**config.mk**
```make
export PLATFORM = sky130hd
export DESIGN_NAME = button_press_conditioner
export DESIGN_NICKNAME = d
export VERILOG_FILES = /design/src/rtl/button_press_conditioner.sv
export SDC_FILE = /design/constraint.sdc
export NUM_CORES = 1
export LEC_CHECK = 0
export BUFFER_PORTS_ARGS = -buffer_cell sky130_fd_sc_hd__buf_2
export CAP_MARGIN = 0
export CORE_MARGIN = 5
export CORE_UTILIZATION = 45
export DETAILED_ROUTE_END_ITERATION = 10
export SETUP_SLACK_MARGIN = 0.02
export SLEW_MARGIN = 10
export SYNTH_ARGS = -nofsm -noshare
export SYNTH_HDL_FRONTEND = slang
export SYNTH_SLANG_ARGS = --single-unit
```
**constraint.sdc**
```tcl
create_clock -name clk -period 2.4 [get_ports clk]
set_input_delay 0.12 -clock clk [delete_from_list [all_inputs] [get_ports clk]]
set_output_delay 0.12 -clock clk [all_outputs]
set_load 0.02 [all_outputs]
```
**src/rtl/button_press_conditioner.sv**
```systemverilog
// Two-channel pushbutton front end: 2-FF synchroniser, debouncer and rise detector per channel,
// plus an arbiter that never lets both press pulses fire together. Define AUTO_REPEAT_EN for held-key repeat.
module button_press_conditioner #(
    parameter int DEBOUNCE_CYCLES = 500000,
    parameter int CNT_W           = 26,
    parameter int REPEAT_DELAY    = 50000000,
    parameter int REPEAT_PERIOD   = 10000000
) (
    input  logic clk,
    input  logic reset,
    input  logic b1_raw,
    input  logic b2_raw,
    output logic b1_press,
    output logic b2_press,
    output logic b1_level,
    output logic b2_level
);

    localparam logic [CNT_W-1:0] DB_LAST = CNT_W'(DEBOUNCE_CYCLES - 1);

    // Bit 0 is channel 1, bit 1 is channel 2 throughout.
    logic [1:0]       raw;
    logic [1:0]       s1_q, s2_q;
    logic [1:0]       level_q, level_d;
    logic [CNT_W-1:0] db_cnt_q [2];
    logic [CNT_W-1:0] db_cnt_d [2];
    logic [1:0]       rise, rep_req, req;
    logic [1:0]       fire_d, press_q;
    logic [1:0]       pend_q, pend_d;

    assign raw = {b2_raw, b1_raw};

    always_ff @(posedge clk or negedge reset) begin
        if (!reset) begin
            s1_q <= '0;
            s2_q <= '0;
        end else begin
            s1_q <= raw;
            s2_q <= s1_q;
        end
    end

    always_comb begin
        for (int c = 0; c < 2; c++) begin
            level_d[c]  = level_q[c];
            db_cnt_d[c] = '0;
            if (s2_q[c] != level_q[c]) begin
                if (db_cnt_q[c] == DB_LAST) begin
                    level_d[c] = s2_q[c];
                end else begin
                    db_cnt_d[c] = db_cnt_q[c] + CNT_W'(1);
                end
            end
        end
    end

    always_ff @(posedge clk or negedge reset) begin
        if (!reset) begin
            level_q <= '0;
            for (int c = 0; c < 2; c++) begin
                db_cnt_q[c] <= '0;
            end
        end else begin
            level_q <= level_d;
            for (int c = 0; c < 2; c++) begin
                db_cnt_q[c] <= db_cnt_d[c];
            end
        end
    end

    // Requests are taken from the next level so the registered pulse lands in the first level=1 cycle.
    assign rise = level_d & ~level_q;

`ifdef AUTO_REPEAT_EN
    localparam logic [CNT_W-1:0] RD_LAST = CNT_W'(REPEAT_DELAY - 1);
    localparam logic [CNT_W-1:0] RP_LAST = CNT_W'(REPEAT_PERIOD - 1);

    logic [CNT_W-1:0] dly_q [2];
    logic [CNT_W-1:0] dly_d [2];
    logic [CNT_W-1:0] per_q [2];
    logic [CNT_W-1:0] per_d [2];

    // The delay counter saturates at its last value; the period counter then supplies the repeat phase.
    always_comb begin
        for (int c = 0; c < 2; c++) begin
            dly_d[c]   = '0;
            per_d[c]   = '0;
            rep_req[c] = 1'b0;
            if (level_q[c]) begin
                if (dly_q[c] != RD_LAST) begin
                    dly_d[c] = dly_q[c] + CNT_W'(1);
                end else begin
                    dly_d[c]   = dly_q[c];
                    per_d[c]   = (per_q[c] == RP_LAST) ? '0 : per_q[c] + CNT_W'(1);
                    rep_req[c] = level_d[c] && (per_q[c] == '0);
                end
            end
        end
    end

    always_ff @(posedge clk or negedge reset) begin
        if (!reset) begin
            for (int c = 0; c < 2; c++) begin
                dly_q[c] <= '0;
                per_q[c] <= '0;
            end
        end else begin
            for (int c = 0; c < 2; c++) begin
                dly_q[c] <= dly_d[c];
                per_q[c] <= per_d[c];
            end
        end
    end
`else
    logic unused_repeat_cfg;
    assign unused_repeat_cfg = ^{REPEAT_DELAY, REPEAT_PERIOD};
    assign rep_req = '0;
`endif

    assign req = rise | rep_req;

    // A pended channel always wins; anything that cannot fire now waits in a one-deep flag.
    always_comb begin
        fire_d = '0;
        if (pend_q[0]) begin
            fire_d = 2'b01;
        end else if (pend_q[1]) begin
            fire_d = 2'b10;
        end else if (req[0]) begin
            fire_d = 2'b01;
        end else if (req[1]) begin
            fire_d = 2'b10;
        end
        pend_d = (pend_q | req) & ~fire_d;
    end

    always_ff @(posedge clk or negedge reset) begin
        if (!reset) begin
            press_q <= '0;
            pend_q  <= '0;
        end else begin
            press_q <= fire_d;
            pend_q  <= pend_d;
        end
    end

    assign b1_press = press_q[0];
    assign b2_press = press_q[1];
    assign b1_level = level_q[0];
    assign b2_level = level_q[1];

endmodule
```
* Word level (Yosys, flattened, before mapping)
Index checks and enable logic that the tools add are counted.
** Cells by class
- Bitwise gates (word level) :: 5
- Reduce and logical (&&, ||, !) cells :: 0
- Shift-type cells :: 0
- Eq/ne operators :: 4
- $add $sub $neg :: 2
- Divide/modulo/power cells :: 0
- Order comparisons :: 0
- Mux-type cells :: 12
- Multipliers :: 0
** Operators with widths (count)
- 2-to-1 mux 26 bit :: 4
- adder 26 x 1 -> 26 bit, second input constant :: 2
- equality test 26 x 19 -> 1 bit, second input constant :: 2
- 2-to-1 mux 2 bit :: 4
- AND 2 bit :: 2
- 2-to-1 mux 1 bit :: 4
- NOT 2 bit :: 2
- inequality test 1 bit :: 2
- OR 2 bit :: 1
** Word-level totals
- Memory bits (writable) :: 0
- Flip-flop bits (word level) :: 62
- Word-level logic and storage cells :: 30
- Memories kept :: 0
- Bits in latches :: 0
- Bits in read-only memories :: 0

* Logic depth before layout (Yosys ltp)
- Word-level depth :: 10
- Depth in mapped cells :: 7

* Least setup slack after synthesis
OpenSTA, ideal clock, no wires.
- Path type :: register -> register
- From :: reg db_cnt_q[38] (netlist bit)
- To :: reg db_cnt_q[44] (netlist bit)
- Arrival time :: 1622 ps
- Path slack :: 648 ps
- Stages on the path, launching flop included :: 6
- Path buffers :: 1
- Required time :: 2270 ps
- Path through :: dfrtp_1 nor4b_1 nand4_1 o31ai_4 buf_6 a21oi_1
** RTL lines
- from (decl) :: line 25 : logic [CNT_W-1:0] db_cnt_q [2];
- from (signal, indexed assignment) :: line 66 : db_cnt_q[c] <= db_cnt_d[c];

==> impl_metrics.yaml <==
place:
  place_hpwl_um: 4320
  pre_cts_slack_ps: 434
  portBuffers: 7
  place_congestion: 0.807
route:
  routed-via-count: 2404
  routed_via_density: 5.63
  final_antenna_net_count: 0
  drt_iter0_markers: 133
  wl_um: 6280
  drc: 0
  first_pass_iters: 4
  wl_per_cell_um: 14.7
synth:
  ys_seq_area_share_pct: 49.2
  syn-num-nets: 316
  postSynthAreaPerCell_sq_um: 10.2
  yosysUniqueCellTypes: 38
  syn_inst: 310
  netlist_area_sq_um: 3150
  ys_ff_latch: 62
  ys_warn_count: 0
sta:
  hold_violations: 0
  maxSlewHeadroom_pct: 68.6
  fin_skew_ps: 8.72
  fmax_mhz: 515
  period_share_pct: 80.9
  rsz0062_at_grt: "false"
  slew_violations: 0
  worst_pin_slew_ps: 471
  setup_tns_ps: 0
  setup_viol: 0
  fin_ws_ps: 459
  post-route-min-period_ps: 1940
floorplan:
  die_height_um: 93.7
  top_level_ports: 8
  coreArea_sq_um: 6790
  start_util_pct: 46.4
  row_count: 30
  die_x_um: 93.7
  fp.dieArea_sq_um: 8780
global_route:
  top_usage_layer: "met2"
  grt_usage_pct: 15.9
  grtUsageMet2_pct: 23.2
  use_met1_pct: 22.5
  grt_pass1_wl_um: 11000
  grt_max_degree: 25
  grtUsageMet3_pct: 3.04
  grt_antenna_before_repair: 0
  grt_pass1_vias: 2317
  grt-ovfl-total: 0
power:
  powerDensity_nw_per_um2: 547
  ir_worst_vdd_mv: 0.395
  leakagePower_uw: 0.00142
cts:
  clk_path_buf_depth: 2
  cts.reportedPaths.clkPinSlew_ps: 70
  clkLatencyLatePin_ps: 330
  cts_root_buf: "clkbuf_8"
  cts_made_buffers: 9
  cts-resized-gates: 0
  h-tree-depth: 3
  clkSinkCount: 62
  cts_tree: "yes"
finish:
  diodes: 0
  area_growth_pct: 10.6
  final_cell_mix: "dfrtp_1, nor2_1, nand2_1"
  layout.cells.most_common: "dfrtp_1"
  final_nets: 334
  drive_above_1_share_pct: 12.4
critical_path:
  end_kind: "flop"
  crit_chain: "nor4_1 -> nand4_1 -> o31ai_4 -> buf_4 -> a21oi_1"
  worstPathArrival_ps: 2150
  timing.reg2reg.worst_path_depth: 5
  crit_type: "reg2reg"
  cp_max_fo: 15
  crit_required_ps: 2610
  rr_startpoint: "db_cnt_q[45]"
  rrSetupSlack_ps: 460
  startpoint_type: "flop"
  max_stage_delay_ps: 460
  rr_endpoint: "db_cnt_q[51]"
  cp_slowest_cell: "nor4_1"
flow_run:
  max_cap_violations: 0
hold_path:
  hold_class: "in2async"
run_status:
  run_status: "completed"
## flip-flops by register name, summed over array words and instances, names as in the netlist
name	cells
db_cnt_q	52
pend_q	2
s1_q	2
level_q	2
s2_q	2
press_q	2
## cell type report
cell class / instances / area, sq um
tap: 96 / 120
inverter: 5 / 18.8
clock buffer: 12 / 145
multi-input combinational: 233 / 1510
fill: 630 / 3310
sequential: 62 / 1550
clock inverter: 2 / 10.0
timing repair buffer: 17 / 130
## critical path, delay by kind of cell, from the launching register on
kind	cells	cell delay, ps
AO/OA/AOI/OAI	2	380
flip-flops	1	440
buffers and inverters	1	260
AND/OR/NAND/NOR	2	740
## cells by family after synthesis
kind of cell | after synthesis | share of synthesized area, %
fa+ha+maj | 2 | 0.794
buf+inv | 15 | 2.90
flops | 62 | 49.2
xor+xnor | 26 | 7.22
compound gates | 52 | 10.6
simple gates | 151 | 28.5
mux | 2 | 0.714
## worst max-delay path by stage
stage               cells past startpoint  slack (ps)      endpoint          from
global route                            4         200     pend_q[1]  db_cnt_q[45]
detailed placement                      5         430  db_cnt_q[44]  db_cnt_q[45]
global placement                        5         500  db_cnt_q[34]  db_cnt_q[35]
CTS                                     5         430  db_cnt_q[50]  db_cnt_q[45]
finish                                  5         460  db_cnt_q[51]  db_cnt_q[45]
floorplan                               5         650  db_cnt_q[44]  db_cnt_q[38]
## through the flow
stage | hold slack [ps] | instance area (sq um) | total power, uW | std cells | util [%]
4_1_cts | 295 | 3490 | 1930 | 427 | 51.3
3_3_place_gp | 104 | 3300 | 1150 | 410 | 48.6
5_1_grt | 321 | 3490 | 1990 | 427 | 51.3
3_5_place_dp | 108 | 3300 | 1150 | 410 | 48.6
2_1_floorplan | -176 | 3150 | 1120 | 310 | -
6_report | 277 | 3490 | 1910 | 427 | 51.3
## cells in the mapped netlist
| cell type | n | share of area [%] |
|---|---|---|
| nand4b_1 | 1 | 0.28 |
| clkbuf_1 | 1 | 0.12 |
| and4_1 | 8 | 2.2 |
| nand3_1 | 15 | 2.4 |
| inv_1 | 5 | 0.60 |
| or4_4 | 2 | 0.71 |
| a2bb2oi_1 | 1 | 0.28 |
| o31ai_1 | 18 | 4.3 |
| nand3b_1 | 1 | 0.24 |
| dfrtp_1 | 62 | 49 |
| o21ai_0 | 7 | 1.1 |
| nor4_1 | 11 | 2.2 |
| nand4_1 | 13 | 2.6 |
| a21oi_1 | 22 | 3.5 |
| a21oi_2 | 2 | 0.56 |
| or3_1 | 6 | 1.2 |
| buf_6 | 3 | 1.1 |
| buf_2 | 4 | 0.63 |
| nor3_1 | 2 | 0.32 |
| and2_1 | 1 | 0.20 |
| and4_2 | 1 | 0.32 |
| or3_4 | 2 | 0.71 |
| xor2_1 | 18 | 5.0 |
| nor2_1 | 29 | 3.5 |
| a21o_1 | 1 | 0.24 |
| buf_4 | 2 | 0.48 |
| nand3_2 | 2 | 0.63 |
| nand2_1 | 25 | 3.0 |
| or2_2 | 1 | 0.20 |
| nand2b_1 | 1 | 0.20 |
| or4_1 | 15 | 3.6 |
| ha_1 | 2 | 0.79 |
| and3_1 | 10 | 2.0 |
| o31ai_4 | 1 | 0.67 |
| xnor2_1 | 8 | 2.2 |
| nor4b_1 | 3 | 0.83 |
| mux2_2 | 2 | 0.71 |
| nand4_4 | 2 | 1.3 |
## routing by layer
metal	up-vias	wire, um
met4	0	153
met1	1174	3290
met5	-	0
li1	1197	-
met2	20	2680
met3	13	153
## power by group
part / internal (uW) / switching (uW) / total (uW)
Combinational: 22.6 / 45.9 / 68.5
Sequential: 1060 / 9.81 / 1070
Clock: 389 / 382 / 771
Total: 1470 / 437 / 1910
## what timing repair did
action	CTS	global route
endpoints found under the setup margin	0	0
hold buffers	3	0
setup buffers	0	0
hold endpoints to repair	21	0
(Power assumes the default switching activity.)
